### src/rtl/fetch_pkg.sv
`default_nettype none
// ============================================================================
// Module      : fetch_pkg
// Description : Shared fetch-unit state encoding, Sysbus request tag and
//               line-geometry helpers.
// Revision    : 1.0 - initial release
// ============================================================================
package fetch_pkg;

    typedef logic [1:0] fetch_state_t;

    localparam fetch_state_t ST_IDLE    = 2'd0;
    localparam fetch_state_t ST_REQ     = 2'd1;
    localparam fetch_state_t ST_RESP    = 2'd2;
    localparam fetch_state_t ST_DISCARD = 2'd3;

    localparam int SYSBUS_READ   = 1;
    localparam int SYSBUS_MEMORY = 1;
    localparam int REQ_TAG       = (SYSBUS_READ << 12) | (SYSBUS_MEMORY << 8);

    localparam int DEF_BUS_DATA_WIDTH = 64;
    localparam int DEF_INSN_WIDTH     = 32;
    localparam int DEF_BEATS          = 8;

    localparam int IPB        = DEF_BUS_DATA_WIDTH / DEF_INSN_WIDTH;
    localparam int LINE_INSNS = DEF_BEATS * IPB;
    localparam int LINE_BYTES = DEF_BEATS * DEF_BUS_DATA_WIDTH / 8;

    function automatic int calc_ipb(input int bus_w, input int insn_w);
        return bus_w / insn_w;
    endfunction

    function automatic int calc_line_bytes(input int bus_w, input int beats);
        return beats * bus_w / 8;
    endfunction

endpackage
`default_nettype wire

### src/rtl/fetch_fifo.sv
`default_nettype none
// ============================================================================
// Module      : fetch_fifo
// Description : Instruction buffer of {insn, pc}; up to LANES packed writes
//               per cycle, one read, synchronous flush.
// Revision    : 1.0 - initial release
// ============================================================================
module fetch_fifo #(
    parameter int DEPTH      = 16,
    parameter int LANES      = 2,
    parameter int INSN_WIDTH = 32,
    parameter int CW         = $clog2(DEPTH) + 1
) (
    input  logic                                 clk,
    input  logic                                 reset,
    input  logic                                 flush,
    input  logic [LANES-1:0]                     wr_en,
    input  logic [LANES-1:0][INSN_WIDTH-1:0]     wr_insn,
    input  logic [LANES-1:0][63:0]               wr_pc,
    input  logic                                 rd_en,
    output logic [INSN_WIDTH-1:0]                rd_insn,
    output logic [63:0]                          rd_pc,
    output logic                                 empty,
    output logic [CW-1:0]                        count,
    output logic [CW-1:0]                        free
);

    localparam int AW = $clog2(DEPTH);

    logic [INSN_WIDTH-1:0] r_mem_insn [DEPTH];
    logic [63:0]           r_mem_pc   [DEPTH];
    logic [AW-1:0]         r_wptr;
    logic [AW-1:0]         r_rptr;
    logic [CW-1:0]         r_count;

    logic [AW-1:0]         w_slot [LANES];
    logic [CW-1:0]         w_nwr;
    logic                  w_pop;

    // Enabled lanes are packed contiguously from the write pointer.
    always_comb begin
        w_nwr = '0;
        for (int l = 0; l < LANES; l++) begin
            w_slot[l] = r_wptr + w_nwr[AW-1:0];
            w_nwr     = w_nwr + CW'(wr_en[l]);
        end
    end

    assign w_pop = rd_en && (r_count != '0);

    always_ff @(posedge clk) begin
        for (int l = 0; l < LANES; l++) begin
            if (wr_en[l]) begin
                r_mem_insn[w_slot[l]] <= wr_insn[l];
                r_mem_pc[w_slot[l]]   <= wr_pc[l];
            end
        end
    end

    always_ff @(posedge clk) begin
        if (reset || flush) begin
            r_wptr  <= '0;
            r_rptr  <= '0;
            r_count <= '0;
        end else begin
            r_wptr  <= r_wptr + w_nwr[AW-1:0];
            r_rptr  <= r_rptr + AW'(w_pop);
            r_count <= r_count + w_nwr - CW'(w_pop);
        end
    end

    assign rd_insn = r_mem_insn[r_rptr];
    assign rd_pc   = r_mem_pc[r_rptr];
    assign empty   = (r_count == '0);
    assign count   = r_count;
    assign free    = CW'(DEPTH) - r_count;

endmodule
`default_nettype wire

### src/rtl/fetch_line_unit.sv
`default_nettype none
// ============================================================================
// Module      : fetch_line_unit
// Description : Line-burst instruction fetch front end: Sysbus reads, beat
//               unpacking, buffering and valid/ready hand-off to decode.
// Revision    : 1.0 - initial release
// ============================================================================
module fetch_line_unit
    import fetch_pkg::*;
#(
    parameter int BUS_DATA_WIDTH = 64,
    parameter int BUS_TAG_WIDTH  = 13,
    parameter int INSN_WIDTH     = 32,
    parameter int BEATS          = 8,
    parameter int FIFO_DEPTH     = 16
) (
    input  logic                      clk,
    input  logic                      reset,
    input  logic [63:0]               entry,
    input  logic                      redirect_valid,
    input  logic [63:0]               redirect_pc,
    output logic                      bus_reqcyc,
    output logic [BUS_DATA_WIDTH-1:0] bus_req,
    output logic [BUS_TAG_WIDTH-1:0]  bus_reqtag,
    input  logic                      bus_reqack,
    input  logic                      bus_respcyc,
    input  logic [BUS_DATA_WIDTH-1:0] bus_resp,
    input  logic [BUS_TAG_WIDTH-1:0]  bus_resptag,
    output logic                      bus_respack,
    output logic                      insn_valid,
    input  logic                      insn_ready,
    output logic [INSN_WIDTH-1:0]     insn,
    output logic [63:0]               insn_pc,
    output logic                      halt
);

    localparam int N_IPB        = calc_ipb(BUS_DATA_WIDTH, INSN_WIDTH);
    localparam int N_LINE_INSNS = BEATS * N_IPB;
    localparam int N_LINE_BYTES = calc_line_bytes(BUS_DATA_WIDTH, BEATS);
    localparam int BEAT_BYTES   = BUS_DATA_WIDTH / 8;
    localparam int INSN_BYTES   = INSN_WIDTH / 8;
    localparam int CW           = $clog2(FIFO_DEPTH) + 1;
    localparam int BW           = $clog2(BEATS + 1);
    localparam logic [63:0] LINE_MASK = ~(64'(N_LINE_BYTES) - 64'd1);

    fetch_state_t              r_state;
    logic [63:0]               r_fetch_pc;
    logic [63:0]               r_skip_pc;
    logic [BW-1:0]             r_beat;
    logic                      r_reqcyc;
    logic [BUS_DATA_WIDTH-1:0] r_req;
    logic                      r_respack;
    logic                      r_halt;

    logic                                w_beat_acc;
    logic                                w_last_beat;
    logic                                w_write_beat;
    logic [63:0]                         w_beat_pc;
    logic [N_IPB-1:0]                    w_wr_en;
    logic [N_IPB-1:0][INSN_WIDTH-1:0]    w_wr_insn;
    logic [N_IPB-1:0][63:0]              w_wr_pc;
    logic                                w_pop;
    logic                                w_fifo_empty;
    logic [CW-1:0]                       w_count;
    logic [CW-1:0]                       w_free;
    logic [INSN_WIDTH-1:0]               w_head_insn;
    logic [63:0]                         w_head_pc;
    logic                                w_can_fetch;
    logic                                w_unused_sig;

    // Beats are only counted once the request handshake has completed.
    assign w_beat_acc   = bus_respcyc &&
                          ((r_state == ST_RESP) || ((r_state == ST_DISCARD) && !r_reqcyc));
    assign w_last_beat  = w_beat_acc && (r_beat == BW'(BEATS - 1));
    assign w_write_beat = bus_respcyc && (r_state == ST_RESP) && !redirect_valid;
    assign w_beat_pc    = r_fetch_pc + 64'(r_beat) * 64'(BEAT_BYTES);

    generate
        for (genvar k = 0; k < N_IPB; k++) begin : g_lane
            assign w_wr_insn[k] = bus_resp[k*INSN_WIDTH +: INSN_WIDTH];
            assign w_wr_pc[k]   = w_beat_pc + 64'(k * INSN_BYTES);
            assign w_wr_en[k]   = w_write_beat && (w_wr_pc[k] >= r_skip_pc);
        end
    endgenerate

    fetch_fifo #(
        .DEPTH      (FIFO_DEPTH),
        .LANES      (N_IPB),
        .INSN_WIDTH (INSN_WIDTH),
        .CW         (CW)
    ) u_fifo (
        .clk     (clk),
        .reset   (reset),
        .flush   (redirect_valid),
        .wr_en   (w_wr_en),
        .wr_insn (w_wr_insn),
        .wr_pc   (w_wr_pc),
        .rd_en   (w_pop),
        .rd_insn (w_head_insn),
        .rd_pc   (w_head_pc),
        .empty   (w_fifo_empty),
        .count   (w_count),
        .free    (w_free)
    );

    assign insn_valid  = !w_fifo_empty && !redirect_valid && !r_halt;
    assign w_pop       = insn_valid && insn_ready;
    assign w_can_fetch = !r_halt && (w_free >= CW'(N_LINE_INSNS));

    always_ff @(posedge clk) begin
        if (reset) begin
            r_state    <= ST_IDLE;
            r_fetch_pc <= entry & LINE_MASK;
            r_skip_pc  <= entry;
            r_beat     <= '0;
            r_reqcyc   <= 1'b0;
            r_req      <= '0;
            r_respack  <= 1'b0;
            r_halt     <= 1'b0;
        end else begin
            r_respack <= w_beat_acc;

            if (redirect_valid) begin
                r_halt <= 1'b0;
            end else if (w_pop && (w_head_insn == '0)) begin
                r_halt <= 1'b1;
            end

            case (r_state)
                ST_IDLE: begin
                    if (!redirect_valid && w_can_fetch) begin
                        r_state  <= ST_REQ;
                        r_reqcyc <= 1'b1;
                        r_req    <= BUS_DATA_WIDTH'(r_fetch_pc);
                        r_beat   <= '0;
                    end
                end
                ST_REQ: begin
                    if (bus_reqack) begin
                        r_reqcyc <= 1'b0;
                        r_state  <= redirect_valid ? ST_DISCARD : ST_RESP;
                    end else if (redirect_valid) begin
                        r_state <= ST_DISCARD;
                    end
                end
                ST_RESP: begin
                    // Advancing skip_pc with the line keeps the filter correct across a 2^64 wrap.
                    if (w_last_beat) begin
                        r_state    <= ST_IDLE;
                        r_beat     <= '0;
                        r_fetch_pc <= r_fetch_pc + 64'(N_LINE_BYTES);
                        r_skip_pc  <= r_fetch_pc + 64'(N_LINE_BYTES);
                    end else begin
                        if (w_beat_acc) begin
                            r_beat <= r_beat + BW'(1);
                        end
                        if (redirect_valid) begin
                            r_state <= ST_DISCARD;
                        end
                    end
                end
                ST_DISCARD: begin
                    if (r_reqcyc && bus_reqack) begin
                        r_reqcyc <= 1'b0;
                    end
                    if (w_last_beat) begin
                        r_state <= ST_IDLE;
                        r_beat  <= '0;
                    end else if (w_beat_acc) begin
                        r_beat <= r_beat + BW'(1);
                    end
                end
                default: r_state <= ST_IDLE;
            endcase

            // A redirect overrides any line advance made in the same cycle.
            if (redirect_valid) begin
                r_fetch_pc <= redirect_pc & LINE_MASK;
                r_skip_pc  <= redirect_pc;
            end
        end
    end

    assign bus_reqcyc   = r_reqcyc;
    assign bus_req      = r_req;
    assign bus_reqtag   = BUS_TAG_WIDTH'(REQ_TAG);
    assign bus_respack  = r_respack;
    assign insn         = w_head_insn;
    assign insn_pc      = w_head_pc;
    assign halt         = r_halt;
    assign w_unused_sig = ^{bus_resptag, w_count};

endmodule
`default_nettype wire

### config.mk
export PLATFORM = sky130hd
export DESIGN_NAME = fetch_line_unit
export DESIGN_NICKNAME = d
export VERILOG_FILES = /design/src/rtl/fetch_pkg.sv /design/src/rtl/fetch_fifo.sv /design/src/rtl/fetch_line_unit.sv
export SDC_FILE = /design/constraint.sdc
export NUM_CORES = 2
export LEC_CHECK = 0
export BUFFER_PORTS_ARGS = -buffer_cell sky130_fd_sc_hd__buf_2
export CAP_MARGIN = 10
export CORE_AREA = 2 2 460 462
export CTS_BUF_LIST = sky130_fd_sc_hd__clkbuf_16
export DETAILED_ROUTE_END_ITERATION = 8
export DIE_AREA = 0 0 462 464
export MAX_ROUTING_LAYER = met4
export SLEW_MARGIN = 20
export SYNTH_ARGS = -nofsm -noshare
export SYNTH_HDL_FRONTEND = slang
export SYNTH_SLANG_ARGS = --single-unit
### constraint.sdc
create_clock -name clk -period 26.5 [get_ports clk]
set_clock_uncertainty 0.05 [all_clocks]
set_input_delay 1.325 -clock clk [delete_from_list [all_inputs] [get_ports clk]]
set_output_delay 1.325 -clock clk [all_outputs]
set_load 0.02 [all_outputs]
==> results.tsv <==
stage	metric	value	unit
synthesis	sequential-to-total area share from yosys stat	0.667	
die	Core Rows	168	
sta	Max Clock Freq	0.0960	GHz
synthesis	main combinational cell family by area after synthesis	multiplexers	
synthesis	area of the mapped netlist	0.0730	mm²
finish	fillers	18900	
cts	clk buf depth	3	
detailed_routing	DR vias	43200	
detailed_routing	Iter 0 DRT Violations	5185	
cts	CTS tree	yes	
pwr	Flop pwr share	0.521	
sta	Worst-Margin Slew	1.14	ns
sta	minimum clock period	10.42	ns
detailed_routing	drt via density	5.74	
pwr	Pwr Total	0.00565	W
setup_path	Worst path slowest cell	buf_4	
synthesis	syn_area_per_cell	16.9	µm²
setup_path	crit end category	flop	
global_route	initial antenna violation count	39	
setup_path	most frequent CP cell	buf_4	
pwr	Pint	0.00433	W
cts	post-cts resize count	0	
sta	# setup viols final	0	
global_route	vias in the first global route	43500	
sta	final period utilization	0.393	
die	Initial Util	0.349	
global_route	first-pass GRT wire length	319000	µm
cts	H-tree Lvls	4	
pwr	P_sw	0.00131	W
synthesis	mux cell area share after synthesis	0.148	
min_path	Min-Delay Path Class	reg2reg	
setup_path	CP Class	reg2reg	
detailed_routing	wire per inst	29.7	µm
pwr	PwrDens	67.5	mW/mm²
sta	unrepaired setup endpoints after global routing	no	
setup_path	CP Data Required Time	26.87	ns
place	gpl congestion	0.942	
setup_path	RR Endpoint	u_fifo.r_mem_pc[11][62]	
setup_path	Critical path origin	r_fetch_pc[6]	
synthesis	simple-gate portion of the synthesized area	0.0447	
sta	total negative setup slack	0	ns
global_route	Tot GR Track Use	0.213	
sta	Slew Viols, Final	0	
die	core area	0.209	mm²
synthesis	Synth Area in Adders	0.00929	
sta	Worst slew margin	0.239	
min_path	WHS Path Cells	2	
setup_path	worst-path fanout max	76	
pwr	combinational share of power	0.060	
cts	clock latency at the later pin of the worst-skew pair	0.87	ns
place	dpl hpwl	128000	µm
detailed_routing	DRT antenna net count	0	
detailed_routing	Routed Wire Length	224000	µm
synthesis	warnings from Yosys	0	
finish	share of layout cells above drive strength 1	0.267	
cts	cts hold-fix bufs	0	
synthesis	ys flop type	edfxtp_1	
die	Die Height	464	µm
synthesis	Post-synth EDFFs	1568	
sta	final hold viol count	0	
synthesis	Synth Instances	4330	
pwr	switching part of the total power	0.233	
setup_path	register-to-register setup slack	16.08	ns
finish	Finished Layout Cells	7540	
synthesis	synth unique cells	69	
synthesis	Yosys reg bits	1648	
pwr	clock power share	0.420	
pwr	maximum vdd drop	0.0553	mV
cts	CTS sink count	1648	
detailed_routing	# DRC	0	
global_route	grt total ovfl	0	
cts	CTS buffer count	171	
synthesis	post-synthesis compound-gate area fraction	0.0862	
setup_path	Worst EP arrival	10.79	ns
cts	CTS Root Cell	clkbuf_16	
setup_path	reg2reg path depth	29	
finish	fin util	0.400	
detailed_routing	Pre-antenna DRT Iters	5	
place	placed cell count	7195	
die	Die Area	0.214	mm²
setup_path	critical path's largest stage delay	0.99	ns
pwr	Static Leak	26.3	nW
finish	most common cell after layout, fill and taps aside	edfxtp_1	
setup_path	Worst R2R Start	r_fetch_pc[6]	
finish	commonest cells after routing, fill and taps aside	1,568 x edfxtp_1, 512 x o2bb2ai_1, 470 x mux4_2	
outcome	status	finished clean	
finish	# nets final	4827	
synthesis	post-synthesis async set-or-reset flop share	0	
synthesis	xor and xnor area share after synthesis	0.0137	
cts	postcts setup bufs	0	
cts	CTS clk-pin slew, worst paths	0.06	ns
min_path	HP Start	bus_req[25]	
global_route	largest net degree at the start of global routing	145	
min_path	endpoint of the worst hold path	bus_req[25]	
place	Port-buffer cells	353	
finish	Syn-to-layout area delta	14.5	%
setup_path	startpoint types	flop	
die	number of I/O pins	388	
die	Die Wd	462	µm
flow_run	MaxCap Viol Count	0	
layout make-up:
type                       instances  area (µm²)  area share
multi-input combinational       2166       22600       0.270
clock inverter                   138        1270      0.0153
clock buffer                     171        4280      0.0512
antenna                           36        90.1     0.00108
sequential                      1648       48700       0.583
timing repair buffer             473        2750      0.0329
tap                             2805        3510      0.0420
inverter                         103         387     0.00463
critical path, delay by kind of cell (launching register included):
kind            cells  cell delay [ns]
flops               1             0.61
compound gates      3             0.55
simple gates       13             3.35
buf+inv             7             3.78
fa+ha+maj           5             1.40
xor+xnor            1             0.16
sequential cells by signal (all words and copies together) (netlist names):
register,count
u_fifo.r_mem_pc,992
r_skip_pc,6
u_fifo.count,5
bus_reqcyc,1
halt,1
u_fifo.r_mem_insn,512
r_fetch_pc,58
bus_req,58
u_fifo.r_wptr,4
u_fifo.r_rptr,4
r_state,2
r_beat,4
bus_respack,1
metrics by stage:
step,cell area [µm²],hold WS [ns],setup slack [ns]
4_1_cts,83400,0.406,16.06
3_5_place_dp,77900,0.398,16.11
3_3_place_gp,77900,0.394,16.22
5_1_grt,83600,0.424,15.59
2_1_floorplan,73100,0.418,11.87
6_report,83600,0.402,16.08
cell families after synthesis:
| kind of cell | Yosys count |
|---|---|
| adders and majority gates | 53 |
| buffers and inverters | 535 |
| muxes | 492 |
| xor gates and xnor gates | 114 |
| AOI/OAI and AO/OA | 807 |
| and+or+nand+nor | 679 |
| DFF | 1648 |
| other | 2 |
power groups by stage:
stage / logic [W] / registers [W] / clock network, W
6_report: 0.000338 / 0.00294 / 0.00237
2_1_floorplan: 0.000218 / 0.00298 / 0
5_1_grt: 0.000368 / 0.00294 / 0.00250
4_1_cts: 0.000338 / 0.00294 / 0.00240
3_3_place_gp: 0.000329 / 0.00299 / 0
3_5_place_dp: 0.000337 / 0.00299 / 0
how the worst max path moves through the flow:
stage	end	cells past startpoint
finish	u_fifo.r_mem_pc[11][62]	29
global route	u_fifo.r_mem_pc[11][62]	29
CTS	u_fifo.r_mem_pc[11][62]	29
detailed placement	u_fifo.r_mem_pc[11][28]	29
global placement	u_fifo.r_mem_pc[11][28]	29
floorplan	u_fifo.r_mem_insn[0][0]	20
Yosys cell counts, types with 12 or more instances:
cell type,count,area [µm²]
mux4_2,470,10600
mux2i_1,20,200
ha_1,51,638
o31ai_1,15,113
o21ai_2,16,140
nand3_1,34,170
nand2b_1,43,269
clkbuf_1,211,792
nor4_1,32,200
nand4_1,41,257
buf_1,100,375
or3_1,20,125
a21oi_1,132,661
dfxtp_1,80,1600
nor3_1,38,190
nor2_1,120,450
o21ai_0,79,395
edfxtp_1,1568,47100
buf_2,91,455
xnor2_1,76,666
buf_4,22,165
o2bb2ai_1,512,4480
inv_1,102,383
xor2_1,38,333
and2_1,12,75.1
nand2_1,283,1060
metal layers:
metal,up-vias,global-route usage,part of all wire
met1,22800,0.281,0.40
met3,405,0.0434,0.087
met4,0,0.0781,0.037
li1,18000,-,-
met5,-,-,0
met2,2076,0.325,0.47
No activity file was read; power rests on OpenSTA's default activity.
